File: src/rtl/hub75_pkg.sv
// Shared definitions for the HUB75 panel path: FSM states, halfword masks
// and the bank geometry helpers used by both led_output and fb_swap_ctrl.
package hub75_pkg;

  typedef enum logic [1:0] {
    ST_WRITE     = 2'd0,
    ST_CLEAR     = 2'd1,
    ST_SWAP_PEND = 2'd2
  } fb_state_t;

  localparam logic [1:0] MASK_RGB0 = 2'b01;
  localparam logic [1:0] MASK_RGB1 = 2'b10;
  localparam logic [1:0] MASK_BOTH = 2'b11;

  // Words per bank: each word holds one pixel from each scanline of a row pair.
  function automatic int unsigned fb_depth(input int unsigned h, input int unsigned w);
    return (h * w) / 2;
  endfunction

  // Word address width; at least one bit so degenerate panels still elaborate.
  function automatic int unsigned fb_addr_w(input int unsigned h, input int unsigned w);
    int unsigned d;
    d = fb_depth(h, w);
    return (d > 1) ? $clog2(d) : 1;
  endfunction

endpackage

File: src/rtl/fb_swap_ctrl.sv
// Double-buffered framebuffer write-side controller: host pixel writes into
// the back bank, back-bank clears, frame-aligned bank swaps and the scanner
// go level.
module fb_swap_ctrl
  import hub75_pkg::*;
#(
  parameter  int unsigned MATRIX_HEIGHT = 64,
  parameter  int unsigned MATRIX_WIDTH  = 64,
  localparam int unsigned DEPTH         = fb_depth(MATRIX_HEIGHT, MATRIX_WIDTH),
  localparam int unsigned ADDR_W        = fb_addr_w(MATRIX_HEIGHT, MATRIX_WIDTH)
) (
  input  logic              clk,
  input  logic              rst,
  input  logic              wr_valid,
  output logic              wr_ready,
  input  logic [ADDR_W-1:0] wr_addr,
  input  logic              wr_half,
  input  logic [15:0]       wr_data,
  input  logic              swap_req,
  output logic              swap_ack,
  input  logic              clear_req,
  output logic              clear_done,
  input  logic              frame_end,
  output logic              ram_we,
  output logic [ADDR_W:0]   ram_waddr,
  output logic [31:0]       ram_wdata,
  output logic [1:0]        ram_wmask,
  output logic              front_bank,
  output logic              go
);

  localparam logic [ADDR_W-1:0] CLR_LAST = ADDR_W'(DEPTH - 1);

  fb_state_t         state, state_d;
  logic [ADDR_W-1:0] clr_cnt, clr_cnt_d;
  logic              back_bank;

  logic              we_d;
  logic [ADDR_W:0]   waddr_d;
  logic [31:0]       wdata_d;
  logic [1:0]        wmask_d;
  logic              front_d;
  logic              go_d;
  logic              ack_d;
  logic              done_d;

  assign back_bank = ~front_bank;
  // Decoded from the state register only, so no input reaches wr_ready.
  assign wr_ready  = (state == ST_WRITE);

  // Next-state, next write-port values and status pulses.
  // The write port is registered: a handshake or clear step computed here
  // appears on ram_* one cycle later, always against the bank that is back
  // at decision time. Swaps only leave SWAP_PEND, where no write is issued,
  // so a write accepted alongside a request lands before the toggle.
  always_comb begin
    state_d   = state;
    clr_cnt_d = clr_cnt;
    we_d      = 1'b0;
    waddr_d   = ram_waddr;
    wdata_d   = ram_wdata;
    wmask_d   = ram_wmask;
    front_d   = front_bank;
    go_d      = go;
    ack_d     = 1'b0;
    done_d    = 1'b0;
    unique case (state)
      ST_WRITE: begin
        if (wr_valid) begin
          we_d    = 1'b1;
          waddr_d = {back_bank, wr_addr};
          wdata_d = {wr_data, wr_data};
          wmask_d = wr_half ? MASK_RGB1 : MASK_RGB0;
        end
        if (clear_req) begin
          state_d   = ST_CLEAR;
          clr_cnt_d = '0;
        end else if (swap_req) begin
          state_d = ST_SWAP_PEND;
        end
      end
      ST_CLEAR: begin
        we_d    = 1'b1;
        waddr_d = {back_bank, clr_cnt};
        wdata_d = '0;
        wmask_d = MASK_BOTH;
        if (clr_cnt == CLR_LAST) begin
          clr_cnt_d = '0;
          done_d    = 1'b1;
          state_d   = ST_WRITE;
        end else begin
          clr_cnt_d = clr_cnt + 1'b1;
        end
      end
      ST_SWAP_PEND: begin
        if (!go || frame_end) begin
          front_d = ~front_bank;
          ack_d   = 1'b1;
          go_d    = 1'b1;
          state_d = ST_WRITE;
        end
      end
      default: begin
        state_d = ST_WRITE;
      end
    endcase
  end

  // State, counter, bank select and registered write port.
  always_ff @(posedge clk or posedge rst) begin
    if (rst) begin
      state      <= ST_WRITE;
      clr_cnt    <= '0;
      ram_we     <= 1'b0;
      ram_waddr  <= '0;
      ram_wdata  <= '0;
      ram_wmask  <= '0;
      front_bank <= 1'b0;
      go         <= 1'b0;
      swap_ack   <= 1'b0;
      clear_done <= 1'b0;
    end else begin
      state      <= state_d;
      clr_cnt    <= clr_cnt_d;
      ram_we     <= we_d;
      ram_waddr  <= waddr_d;
      ram_wdata  <= wdata_d;
      ram_wmask  <= wmask_d;
      front_bank <= front_d;
      go         <= go_d;
      swap_ack   <= ack_d;
      clear_done <= done_d;
    end
  end

endmodule

File: config.mk
export PLATFORM = sky130hd
export DESIGN_NAME = fb_swap_ctrl
export DESIGN_NICKNAME = d
export VERILOG_FILES = /design/src/rtl/hub75_pkg.sv /design/src/rtl/fb_swap_ctrl.sv
export SDC_FILE = /design/constraint.sdc
export NUM_CORES = 1
export LEC_CHECK = 0
export CAP_MARGIN = 40
export CELL_PAD_IN_SITES_DETAIL_PLACEMENT = 2
export CELL_PAD_IN_SITES_GLOBAL_PLACEMENT = 2
export CORE_ASPECT_RATIO = 1.1
export CORE_MARGIN = 2
export CORE_UTILIZATION = 27
export CTS_BUF_LIST = sky130_fd_sc_hd__clkbuf_8 sky130_fd_sc_hd__clkbuf_16
export DETAILED_ROUTE_END_ITERATION = 6
export GPL_TIMING_DRIVEN = 0
export PLACE_DENSITY = 0.86
export SYNTH_ARGS = -nofsm -noshare
export SYNTH_HDL_FRONTEND = slang
export SYNTH_SLANG_ARGS = --single-unit
File: constraint.sdc
create_clock -name clk -period 2.4 [get_ports clk]
set_input_delay 0.48 -clock clk [delete_from_list [all_inputs] [get_ports clk]]
set_output_delay 0.48 -clock clk [all_outputs]
set_load 0.01 [all_outputs]
# Yosys cells after proc, flatten, opt, wreduce, memory -nomap -nowiden
# Cells that the tools add are included.
[word_totals]
ff_bits = 64
output_inout_bits = 52
elab_cells = 49
input_bits = 34
[op_classes]
n_reduce_logical = 8
n_addsub = 1
mux = 21
bitwise_logic = 1
eq_ne = 8
[ops]
columns = ["op", "count"]
rows = [
  ["32-bit case mux with 2 select lines", 1],
  ["32-bit 2-to-1 mux", 1],
  ["12-bit case mux with 2 select lines", 1],
  ["11-bit 2-to-1 mux", 2],
  ["11-bit case mux with 2 select lines", 1],
  ["12-bit 2-to-1 mux", 1],
  ["2-bit 2-to-1 mux", 6],
  ["11-bit by 1-bit adder with 11-bit output (second input constant)", 1],
  ["11-bit equality test (second input constant)", 1],
  ["2-bit != test (second input constant)", 3],
  ["2-bit case mux with 3 select lines", 1],
  ["2-bit AND reduction", 3],
  ["1-bit 2-to-1 mux", 5],
  ["2-bit case mux with 2 select lines", 1],
  ["3-bit by 1-bit != test with 1-bit output (second input constant)", 1],
  ["3-bit AND reduction", 1],
  ["2-bit by 1-bit equality test with 1-bit output (second input constant)", 1],
  ["2-bit equality test (second input constant)", 1],
  ["2-bit zero test", 1],
  ["2-bit by 1-bit != test with 1-bit output (second input constant)", 1],
  ["1-bit case mux with 2 select lines", 1],
  ["2-bit nonzero test", 1],
  ["1-bit zero test", 1],
  ["1-bit logical OR", 1],
  ["1-bit inverter", 1],
]

# Longest topological paths before layout
[logic_depth]
word_depth = 4
depth_mapped = 6
mapped_depth_nobuf = 5

# Worst setup path after synthesis
# Ideal clock, no wire load.
[synth_path]
path_type = "register -> register"
start = "register clr_cnt[0]"
end = "register clr_cnt[9]"
synth_period_minus_slack_ps = 1329
t_arrival_ps = 1233
setup_slack_ps = 1071
stages_incl_launch_ff = 6
setup_ps = 95
path_buffers = 0
required_time_ps = 2305
cell_sequence = "dfrtp_1 -> ha_1 -> and2_1 -> nand4_4 -> nand2_1 -> o31ai_1"
[synth_between]
elab_chain_cells = 3
word_cells_on_any_way = 4
cone_classes = "add/sub (1); eq/ne (1); mux (2)"
[synth_lines]
columns = ["element", "line", "source"]
rows = [
  ["from (decl)", "fb_swap_ctrl.sv:35", "logic [ADDR_W-1:0] clr_cnt, clr_cnt_d;"],
  ["from (signal assigned)", "fb_swap_ctrl.sv:124", "clr_cnt <= clr_cnt_d;"],
  ["11-bit by 1-bit adder with 11-bit output / 11-bit equality test (equally long branches)", "fb_swap_ctrl.sv:92, fb_swap_ctrl.sv:87", ""],
  ["11-bit 2-to-1 mux *", "fb_swap_ctrl.sv:87", "if (clr_cnt == CLR_LAST) begin"],
  ["11-bit case mux with 2 select lines *", "fb_swap_ctrl.sv:67", "unique case (state)"],
]
# Every way passes the cells marked *; elsewhere a longest branch is shown, timed or not.
# A chain may end at the register's enable or synchronous reset.

# Worst setup path in the final report
[layout_path]
start = "register state[1]"
end = "output wr_ready"
[layout_between]
elab_chain_cells = 1
[layout_lines]
columns = ["element", "line", "source"]
rows = [
  ["from (decl)", "fb_swap_ctrl.sv:34", "fb_state_t state, state_d;"],
  ["from (signal assigned)", "fb_swap_ctrl.sv:123", "state <= state_d;"],
  ["2-bit zero test", "fb_swap_ctrl.sv:49", "assign wr_ready = (state == ST_WRITE);"],
  ["to (decl)", "fb_swap_ctrl.sv:15", "output logic wr_ready,"],
]
# No other way between the ends.

==> out/qor.csv <==
stage,metric,value,unit
timing,final-hold-violation-count,0,
finish,antennaDiodeCount,0,
worst_hold_path,min_path_type,input pin to async pin,
worst_setup_path,worst-path-buf-inv,1,
floorplan,ioPinCount,86,
detailed_routing,met1Wirelength,2968,µm
worst_setup_path,cp.required,1.92,ns
timing,max_freq,492.6,MHz
detailed_routing,top_layer,met4,
clock_tree,ctsHoldBuffers,0,
yosys,synth_seq_cells,48,
worst_setup_path,worstPathMaxFanout,8,
worst_setup_path,path_cells,nor2_2 -> clkdlybuf4s50_1,
yosys,postSynth.topFlopCell,sky130_fd_sc_hd__dfrtp_1,
worst_setup_path,r2r_start,clr_cnt[0]$_DFFE_PP0P_,
detailed_routing,dr_total_vias,2085,
flow_run,max-cap-violations,0,
timing,worst_slack,0.3701,ns
timing,timing.setup.tns,0,ns
yosys,postSynthNetCount,274,
clock_tree,cts_setup_buffers,0,
worst_setup_path,worst_r2r_path_depth,5,
timing,period_needed,2.030,ns
global_route,grt_use_total,17.28,%
worst_setup_path,endpoint_kind,output pin,
pwr,power.density,1013,mW/mm²
clock_tree,worstSkewPairLatency,0.30,ns
yosys,synth.avg_cell_area,9.423,µm²
yosys,synth_edf_count,0,
timing,report.final.slew_viol_count,0,
finish,synthToLayoutAreaGrowth,48.83,%
yosys,number_of_instances_in_the_synthesized_netlist,239,
global_route,first_global_vias,2362,
placed_design,gpl.final_weighted_congestion,0.7260,
detailed_routing,detail_route.wl_per_cell,16.78,µm
yosys,sequential_fraction_of_the_synthesis_area,53.33,%
timing,timing_worst_slew_pin_value,0.4713,ns
finish,final_layout_size_suffix_gt1_share,14.11,%
detailed_routing,detailedRoute.firstPassIterationCount,4,
global_route,grt_pass1_wl,12480,µm
finish,fillers,899,
clock_tree,cts_root_buffer,sky130_fd_sc_hd__clkbuf_8,
yosys,synth_cell_types,34,
pwr,power.ir.vdd_worst,0.0003306,V
floorplan,dieWidth,91.08,µm
timing,post-route-period-util,84.58,%
worst_setup_path,timing.critical_path.slowest_stage_cell,sky130_fd_sc_hd__clkdlybuf4s50_1,
detailed_routing,met2_wl,3994,µm
worst_setup_path,cp_slowest_stage_delay,0.58,ns
worst_setup_path,worst_setup_path_category,register to output pin,
floorplan,die_area,0.009089,mm²
timing,rsz0062_at_grt,false,
placed_design,dpl.hpwl,5898,µm
clock_tree,cts_num_sinks,48,
worst_setup_path,timing.critical_path.from_type,register,
detailed_routing,drc_errors,0,
placed_design,placement.io_buffers,85,
global_route,antenna_found_initial,0,
global_route,grt_max_degree,37,
clock_tree,clk_transition_reported_paths,0.09,ns
clock_tree,quantity_of_gates_resized_following_cts,0,
yosys,postSynth.asyncResetShare,100.0,%
pwr,static-leakage-power,1.497,nW
worst_setup_path,worstReg2RegEnd,clr_cnt[9]$_DFFE_PP0P_,
yosys,netlist_area,0.002252,mm²
floorplan,floorplan.initialDensity,28.16,%
finish,final_cell_utilization_of_the_core,41.91,%
clock_tree,cts_buffers,5,
finish,finish.net_count,367,
global_route,global_route.overflow_total,0,
detailed_routing,totalWireLength,7400,µm
timing,timing.max_slew.rel_slack,68.56,%
worst_setup_path,cp.arrival,1.55,ns
detailed_routing,wl_met3,357,µm
yosys,yosysWarnings,0,
worst_setup_path,setup.reg_to_reg.worst_slack,0.86,ns
detailed_routing,drtIter0Drc,79,
timing,setup_viol,0,
run_status,run_status,"complete, no violations",
floorplan,die_y,99.79,µm
detailed_routing,vias_per_cell,4.728,
floorplan,rows,34,
floorplan,core_area,0.007998,mm²
placed_design,preCtsSetupSlack,0.5375,ns
worst_setup_path,timing.critical_path.max_delay_family,buffers and inverters,
timing,fin_worst_skew,0.01103,ns
clock_tree,htree_num_levels,2,
detailed_routing,final_antenna_net_count,0,
timing,timing.hold.ws,0.4487,ns
clock_tree,cts_tree,built,
clock_tree,ctsLongestPathBuffers,2,
[registers in the layout, indices dropped and copies added (netlist names)]
name / cells
clear_done: 1
clr_cnt: 11
front_bank: 1
go: 1
ram_waddr: 12
ram_wdata: 16
ram_we: 1
ram_wmask: 2
state: 2
swap_ack: 1
[cell type report]
cell class / instances / area, µm² / share of cell area (%)
repair buffers: 86 / 870.8 / 25.98
clock buffers: 6 / 82.58 / 2.464
plain buffers: 28 / 198.9 / 5.935
inverters: 2 / 7.507 / 0.2240
multi-input cells: 161 / 844.6 / 25.20
clock inverters: 2 / 11.26 / 0.3359
well taps: 108 / 135.1 / 4.031
flip-flops and latches: 48 / 1201 / 35.83
[cells by family (layout without fill, tap and decap cells)]
kind of cell / after synthesis / in the layout / synth area share, %
xor gates and xnor gates: 7 / 7 / 2.722
adders and majority gates: 1 / 1 / 0.5555
and+or+nand+nor: 127 / 127 / 25.94
buffers and inverters: 30 / 124 / 9.167
DFF: 48 / 48 / 53.33
AOI/OAI and AO/OA: 26 / 26 / 8.278
[cell usage in the layout, fill, tap and decap left out, types with 2 or more instances in the layout]
master,Yosys,final
sky130_fd_sc_hd__nor2_2,2,2
sky130_fd_sc_hd__nor3_2,2,2
sky130_fd_sc_hd__buf_4,21,21
sky130_fd_sc_hd__xnor2_1,4,4
sky130_fd_sc_hd__a21oi_1,2,2
sky130_fd_sc_hd__o21ai_1,3,3
sky130_fd_sc_hd__nor2_1,21,21
sky130_fd_sc_hd__a22oi_1,2,2
sky130_fd_sc_hd__inv_1,2,2
sky130_fd_sc_hd__nand3_1,19,19
sky130_fd_sc_hd__and2_1,2,2
sky130_fd_sc_hd__dfrtp_1,48,48
sky130_fd_sc_hd__xor2_1,3,3
sky130_fd_sc_hd__a31oi_1,12,12
sky130_fd_sc_hd__nand2b_1,3,3
sky130_fd_sc_hd__nand2_1,66,66
sky130_fd_sc_hd__buf_2,6,6
sky130_fd_sc_hd__nand4_1,3,3
sky130_fd_sc_hd__clkbuf_8,0,6
sky130_fd_sc_hd__clkdlybuf4s50_1,0,85
sky130_fd_sc_hd__nor3_1,3,3
[Yosys cell counts, drive strengths merged (3+ instances only)]
| master | count | area (µm²) |
|---|---|---|
| nand2 | 66 | 247.7 |
| dfrtp | 48 | 1201 |
| buf | 28 | 198.9 |
| nor2 | 23 | 91.34 |
| nand3 | 19 | 95.09 |
| a31oi | 12 | 75.07 |
| nor3 | 5 | 35.03 |
| nand4 | 4 | 40.04 |
| o21ai | 4 | 31.28 |
| xnor2 | 4 | 35.03 |
| nand2b | 3 | 18.77 |
| xor2 | 3 | 26.28 |
[power by group]
group	total [mW]	internal [mW]	switching, mW	leakage (nW)
Clock	0.503	0.230	0.272	0.0486
Sequential	1.26	1.05	0.211	0.617
Combinational	1.63	0.838	0.795	0.831
[layer usage]
layer  up-vias  global-route usage (%)
li1        963                       -
met4         0                   4.312
met2        64                   32.42
met3         9                   3.979
met5         -                       0
met1      1049                   19.84
[how the worst max path moves through the flow]
| stage | endpoint | from | cells after the start |
|---|---|---|---|
| floorplan | clear_done$_DFF_PP0_ | rst | 1 |
| global placement | clear_done$_DFF_PP0_ | rst | 2 |
| detailed placement | clr_cnt[7]$_DFFE_PP0P_ | clear_req | 5 |
| CTS | wr_ready | state[1]$_DFFE_PP0P_ | 2 |
| global route | wr_ready | state[1]$_DFFE_PP0P_ | 2 |
| finish | wr_ready | state[1]$_DFFE_PP0P_ | 2 |
[stage by stage]
stage / area, µm² / power [mW] / cells
finish: 3352 / 3.394 / 441
global route: 3352 / 3.641 / 441
CTS: 3352 / 3.458 / 441
detailed placement: 3258 / 2.938 / 433
global placement: 3238 / 2.826 / 432
floorplan: 2252 / 2.056 / 239
(Power assumes the default switching activity.)
